## config.mk

```make
export PLATFORM = sky130hd
export DESIGN_NAME = mem_port_arbiter
export DESIGN_NICKNAME = d
export VERILOG_FILES = /design/src/rtl/mem_port_arbiter_pkg.sv /design/src/rtl/mem_port_arbiter_rr_arb2.sv /design/src/rtl/mem_port_arbiter.sv
export SDC_FILE = /design/constraint.sdc
export NUM_CORES = 1
export LEC_CHECK = 0
export CORE_AREA = 2 2 134 136
export CTS_BUF_LIST = sky130_fd_sc_hd__clkbuf_16
export CTS_CLUSTER_DIAMETER = 40
export DETAILED_ROUTE_END_ITERATION = 10
export DIE_AREA = 0 0 136 138
export GPL_TIMING_DRIVEN = 0
export HOLD_SLACK_MARGIN = 0.03
export PLACE_DENSITY = 0.52
export RECOVER_POWER = 100
export SLEW_MARGIN = 15
export SYNTH_ARGS = -nofsm -noshare
export SYNTH_HDL_FRONTEND = slang
export SYNTH_SLANG_ARGS = --single-unit
```

## constraint.sdc

```tcl
create_clock -name clk -period 4.23 [get_ports clk]
set_input_delay 1.269 -clock clk [delete_from_list [all_inputs] [get_ports clk]]
set_output_delay 1.269 -clock clk [all_outputs]
set_load 0.01 [all_outputs]
```

## src/rtl/mem_port_arbiter_pkg.sv

```systemverilog
// Shared types and helpers for the dual-master memory port arbiter.
// Master identifiers, default widths and the read-latency legality check live here.
package mem_port_arbiter_pkg;

    typedef enum logic {
        MST_M0 = 1'b0,
        MST_M1 = 1'b1
    } mst_e;

    localparam int ADDR_W_DEF       = 32;
    localparam int DATA_W_DEF       = 32;
    localparam int READ_LATENCY_MIN = 1;
    localparam int READ_LATENCY_MAX = 2;

    function automatic bit read_latency_legal(input int lat);
        return (lat >= READ_LATENCY_MIN) && (lat <= READ_LATENCY_MAX);
    endfunction

    function automatic mst_e other_master(input mst_e m);
        return (m == MST_M0) ? MST_M1 : MST_M0;
    endfunction

endpackage

```

## src/rtl/mem_port_arbiter_rr_arb2.sv

```systemverilog
// Two-way round-robin arbiter: combinational grant from a registered priority bit.
// After a contested grant the priority moves to the loser; uncontested grants leave it alone.
module rr_arb2
    import mem_port_arbiter_pkg::*;
(
    input  logic       clk,
    input  logic       rst_n,
    input  logic [1:0] req,
    output logic [1:0] gnt
);

    mst_e       prio_r;
    logic [1:0] gnt_s;

    // Grant selection; nothing is granted while reset is asserted
    always_comb begin
        gnt_s = 2'b00;
        if (!rst_n) begin
            gnt_s = 2'b00;
        end else begin
            case (req)
                2'b01:   gnt_s = 2'b01;
                2'b10:   gnt_s = 2'b10;
                2'b11:   gnt_s = (prio_r == MST_M0) ? 2'b01 : 2'b10;
                default: gnt_s = 2'b00;
            endcase
        end
    end

    // Priority register: the winner of a contested grant hands priority to the loser
    always_ff @(posedge clk) begin
        if (!rst_n) begin
            prio_r <= MST_M0;
        end else if (req == 2'b11) begin
            prio_r <= other_master(prio_r);
        end else begin
            prio_r <= prio_r;
        end
    end

    assign gnt = gnt_s;

endmodule

```

## src/rtl/mem_port_arbiter.sv

```systemverilog
// Shares one dual-port memory between a data master (M0) and an instruction/loader master (M1).
// Read and write ports are arbitrated independently; read data returns READ_LATENCY cycles after grant.
module mem_port_arbiter
    import mem_port_arbiter_pkg::*;
#(
    parameter int ADDR_W       = ADDR_W_DEF,
    parameter int DATA_W       = DATA_W_DEF,
    parameter int READ_LATENCY = 1,
    parameter int STALL_CNT_W  = 16
) (
    input  logic                   clk,
    input  logic                   rst_n,
    input  logic                   m0_req,
    input  logic                   m0_we,
    input  logic [ADDR_W-1:0]      m0_addr,
    input  logic [DATA_W-1:0]      m0_wdata,
    output logic                   m0_gnt,
    output logic                   m0_rvalid,
    output logic [DATA_W-1:0]      m0_rdata,
    input  logic                   m1_req,
    input  logic                   m1_we,
    input  logic [ADDR_W-1:0]      m1_addr,
    input  logic [DATA_W-1:0]      m1_wdata,
    output logic                   m1_gnt,
    output logic                   m1_rvalid,
    output logic [DATA_W-1:0]      m1_rdata,
    output logic                   mem_r_en,
    output logic [ADDR_W-1:0]      mem_r_addr,
    input  logic [DATA_W-1:0]      mem_r_data,
    output logic                   mem_w_en,
    output logic [ADDR_W-1:0]      mem_w_addr,
    output logic [DATA_W-1:0]      mem_w_data,
    output logic [STALL_CNT_W-1:0] dbg_stall_cnt
);

    if (!read_latency_legal(READ_LATENCY)) begin : g_bad_latency
        $error("mem_port_arbiter: READ_LATENCY must be 1 or 2");
    end

    logic [1:0]              rd_req_s;
    logic [1:0]              wr_req_s;
    logic [1:0]              rd_gnt_s;
    logic [1:0]              wr_gnt_s;
    logic                    stall_s;
    logic [READ_LATENCY-1:0] own_vld_r;
    mst_e                    own_id_r [READ_LATENCY];
    logic [STALL_CNT_W-1:0]  stall_cnt_r;

    assign rd_req_s = {m1_req & ~m1_we, m0_req & ~m0_we};
    assign wr_req_s = {m1_req &  m1_we, m0_req &  m0_we};

    rr_arb2 u_rd_arb (
        .clk   (clk),
        .rst_n (rst_n),
        .req   (rd_req_s),
        .gnt   (rd_gnt_s)
    );

    rr_arb2 u_wr_arb (
        .clk   (clk),
        .rst_n (rst_n),
        .req   (wr_req_s),
        .gnt   (wr_gnt_s)
    );

    // A master issues one operation per cycle, so at most one of its port grants is set
    assign m0_gnt = rd_gnt_s[0] | wr_gnt_s[0];
    assign m1_gnt = rd_gnt_s[1] | wr_gnt_s[1];

    // Read-port mux: idle port drives zeros
    always_comb begin
        mem_r_en   = 1'b0;
        mem_r_addr = {ADDR_W{1'b0}};
        if (rd_gnt_s[0]) begin
            mem_r_en   = 1'b1;
            mem_r_addr = m0_addr;
        end else if (rd_gnt_s[1]) begin
            mem_r_en   = 1'b1;
            mem_r_addr = m1_addr;
        end else begin
            mem_r_en   = 1'b0;
            mem_r_addr = {ADDR_W{1'b0}};
        end
    end

    // Write-port mux: idle port drives zeros
    always_comb begin
        mem_w_en   = 1'b0;
        mem_w_addr = {ADDR_W{1'b0}};
        mem_w_data = {DATA_W{1'b0}};
        if (wr_gnt_s[0]) begin
            mem_w_en   = 1'b1;
            mem_w_addr = m0_addr;
            mem_w_data = m0_wdata;
        end else if (wr_gnt_s[1]) begin
            mem_w_en   = 1'b1;
            mem_w_addr = m1_addr;
            mem_w_data = m1_wdata;
        end else begin
            mem_w_en   = 1'b0;
            mem_w_addr = {ADDR_W{1'b0}};
            mem_w_data = {DATA_W{1'b0}};
        end
    end

    // Owner pipeline tracks which master each in-flight read belongs to; reset drops in-flight reads
    always_ff @(posedge clk) begin
        if (!rst_n) begin
            own_vld_r <= {READ_LATENCY{1'b0}};
            for (int i = 0; i < READ_LATENCY; i++) begin
                own_id_r[i] <= MST_M0;
            end
        end else begin
            own_vld_r[0] <= |rd_gnt_s;
            own_id_r[0]  <= rd_gnt_s[1] ? MST_M1 : MST_M0;
            for (int i = 1; i < READ_LATENCY; i++) begin
                own_vld_r[i] <= own_vld_r[i-1];
                own_id_r[i]  <= own_id_r[i-1];
            end
        end
    end

    assign m0_rvalid = rst_n & own_vld_r[READ_LATENCY-1] & (own_id_r[READ_LATENCY-1] == MST_M0);
    assign m1_rvalid = rst_n & own_vld_r[READ_LATENCY-1] & (own_id_r[READ_LATENCY-1] == MST_M1);
    assign m0_rdata  = mem_r_data;
    assign m1_rdata  = mem_r_data;

    assign stall_s = (m0_req & ~m0_gnt) | (m1_req & ~m1_gnt);

    // Saturating count of cycles in which some request waited
    always_ff @(posedge clk) begin
        if (!rst_n) begin
            stall_cnt_r <= {STALL_CNT_W{1'b0}};
        end else if (stall_s && (stall_cnt_r != {STALL_CNT_W{1'b1}})) begin
            stall_cnt_r <= stall_cnt_r + {{(STALL_CNT_W-1){1'b0}}, 1'b1};
        end else begin
            stall_cnt_r <= stall_cnt_r;
        end
    end

    assign dbg_stall_cnt = stall_cnt_r;

endmodule

```

==> impl_metrics.tcl <==
set metrics [dict create \
    min_path_cells 2 \
    seq_area_frac_synth 0.158 \
    ios 348 \
    start_util 0.144 \
    leakage_nw 3.54 \
    place_hpwl_um 13300 \
    ys_ff_latch 20 \
    nets 816 \
    required_ns 2.96 \
    grt_overflow 0 \
    status "finished clean" \
    grt_pass1_vias 3966 \
    clock_skew_ns 0.00326 \
    gp_congestion 0.797 \
    rr_worst_depth 7 \
    final-hold-violation-count 0 \
    avgSynthCellArea_um2 8.11 \
    vias 3830 \
    yosysWarnings 0 \
    multiInputGateArea_mm2 0.00154 \
    syn_nets 479 \
    synth_area_mm2 0.00253 \
    port_buffers 315 \
    grt_pass1_wl_um 23100 \
    antenna_found_initial 1 \
    root_buffer "clkbuf_16" \
    clock-sinks 20 \
    power_mw 0.895 \
    synthCells 312 \
    critPathKind "in -> out" \
    place_area_mm2 0.00597 \
    tightest_slew_ns 0.613 \
    grt_setup_unrepaired "false" \
    post_drt_via_cell_ratio 4.37 \
    max_slew_margin 0.591 \
    reg2reg_slack_ns 1.61 \
    drive_gt1_frac 0.206 \
    clk-insertion-delay-late_ns 0.25 \
    slowest_stage "clkdlybuf4s50_1" \
    core_area_mm2 0.0175 \
    path_clk_slew_ns 0.05 \
    layout_min_cycle_time_ns 4.14 \
    cts.htree.levels 1 \
    ys.flop_type "dfxtp_1" \
    grt_max_degree 11 \
    min_period_over_period 0.978 \
    synth-async-reset-ratio 0 \
    hp-class "reg -> reg" \
    clockBufferDepth 2 \
    die_y_um 138 \
    cts_tree "done" \
    die_w_um 136 \
    r2r_start "dbg_stall_cnt[0]" \
    r2r_end "dbg_stall_cnt[10]" \
    maxCapViolCount 0 \
    path_cells "clkdlybuf4s18_2 -> and3b_2 -> nor2_4 -> buf_4 -> buf_6 -> a22o_1 -> clkdlybuf4s50_1" \
    slowest_delay_ns 0.53 \
    seqCellArea_um2 400 \
    fill_cells 1831 \
    crit_family "buffers and inverters" \
    postLayoutCellArea_mm2 0.00640 \
    cp.arrival_ns 2.87 \
    wl_um 15700 \
    synth_edf_count 0 \
    numCtsBuffers 3 \
    drt_iter0_markers 65 \
    critPathLaunchType "input pin" \
    cp_num_buf_inv 4 \
    drt_pass1_iterations 4 \
    final_cells 877 \
    yosysTopAreaCell "a22o_1" \
    min_from "dbg_stall_cnt[1]" \
    num_rows 49 \
    maxSlewViolCount 0 \
    synth_top_area_frac 0.332 \
    cp-end-kind "output pin" \
    track_usage 0.157 \
    fmax_ghz 0.242 \
    setup_viol_count_final 0 \
    placedCellCount 856 \
    power.density_mw_per_mm2 140 \
    ant_nets 0 \
    die-area_mm2 0.0188 \
    synth_area_leaders "a22o_1 33%, buf_4 19%, dfxtp_1 16%, clkbuf_1 2.7%, a21oi_2 2.4%" \
    drc 0 \
    path_max_fanout 10 \
    syn_to_final_growth_pct 153 \
    synth_cell_types 45 \
    peakVddDrop_v 0.000118 \
    hold-path-endpoint "dbg_stall_cnt[1]" \
    holdBufCountCts 0 \
    wl_per_cell_um 18.0 \
]
where the power goes:
| part | switching [mW] | internal (mW) |
|---|---|---|
| clock network | 0.0680 | 0.125 |
| registers | 0.00472 | 0.193 |
| logic | 0.183 | 0.322 |
| total | 0.256 | 0.639 |
worst max path at each step:
stage,start,endpoint,slack (ns),depth (start not counted)
finish,m0_req,mem_w_data[10],0.09,7
global placement,m0_req,mem_w_data[30],-1.11,7
CTS,m0_we,mem_w_addr[18],-0.001,7
global route,rst_n,mem_w_en,0.00004,7
detailed placement,m1_req,mem_w_data[30],-1.19,6
floorplan,rst_n,mem_w_addr[0],0.58,5
metrics by stage:
stage	setup slack, ns	hold slack (ns)	setup TNS (ns)	util
floorplan	0.579	0.467	0	-
detailed placement	-1.19	0.485	-99.30	0.341
global route	0.0000437	0.535	0	0.365
finish	0.0915	0.492	0	0.365
global placement	-1.11	0.487	-91.98	0.341
CTS	-0.00139	0.493	-0.00213	0.357
logic make-up (layout without fill, tap and decap cells):
| logic type | Yosys count | after routing | share of synthesized area |
|---|---|---|---|
| other | 0 | 1 | 0 |
| adder cells (fa/ha/maj) | 1 | 1 | 0.00494 |
| flip-flops | 20 | 20 | 0.158 |
| AND/OR/NAND/NOR | 65 | 65 | 0.148 |
| multiplexers | 2 | 2 | 0.00791 |
| buffers and inverters | 91 | 426 | 0.236 |
| AO/OA/AOI/OAI | 132 | 132 | 0.441 |
| XOR/XNOR | 1 | 1 | 0.00346 |
worst register-to-register path, cell delays in order (launching register included):
cell and delay, ns:
dfxtp_1 0.39, ha_1 0.25, nand2_1 0.13, or4b_4 0.56
o22ai_1 0.51, clkbuf_1 0.41, o21ai_0 0.19, a21oi_2 0.13
Yosys cell counts (2+ instances only):
master,number
buf_1,3
and3_1,4
inv_1,2
nand4_1,4
nand2b_1,3
mux2i_1,2
a31o_1,2
nor2_1,9
or4_1,2
nand3b_1,2
clkbuf_1,18
o21ai_1,5
nand2_1,13
buf_4,64
and3b_1,2
o21ai_0,2
nand3_1,8
a21oi_1,10
and2_1,2
a22o_1,96
dfxtp_1,20
a21oi_2,7
or3_1,8
o31ai_1,2
buf_6,2
state kept, by name (all words and copies together), names as in the netlist:
| register | count |
|---|---|
| own_id_r | 1 |
| u_rd_arb.prio_r | 1 |
| u_wr_arb.prio_r | 1 |
| dbg_stall_cnt | 16 |
| own_vld_r | 1 |
final cells by class:
type	instances	area share
Timing Repair Buffer	333	0.526
Multi-Input combinational cell	201	0.241
Buffer	87	0.111
Sequential cell	20	0.0625
Tap cell	229	0.0448
Clock buffer	3	0.0117
Inverter	3	0.00195
Antenna cell	1	0.000391
cells in the final DEF, fill, tap and decap left out, types with 3 or more instances in the layout:
cell type	instances
nand2_1	13
clkbuf_8	6
buf_4	78
dlygate4sd3_1	16
nand4_1	4
nand2b_1	3
clkdlybuf4s50_1	202
o21ai_0	5
nor2_1	7
nand3_1	6
and3_1	3
a21oi_1	10
clkdlybuf4s15_2	3
dlygate4sd2_1	40
buf_6	9
clkbuf_16	3
a22o_1	96
dlymetal6s2s_1	52
a21oi_2	7
or3_1	8
dfxtp_1	20
clkbuf_4	9
what timing repair did:
item / 4_1_cts / 5_1_grt
cloned: 2 / 0
gates resized for setup: 114 / 72
endpoints found under the setup margin: 100 / 56
setup buffers: 12 / 4
pin swaps: 2 / 0
metal layers:
metal  GRT usage  share of wire
met5           0              0
met4      0.0159         0.0074
met3      0.0348          0.075
met2       0.309           0.54
met1       0.172           0.37
(Power assumes the default switching activity.)
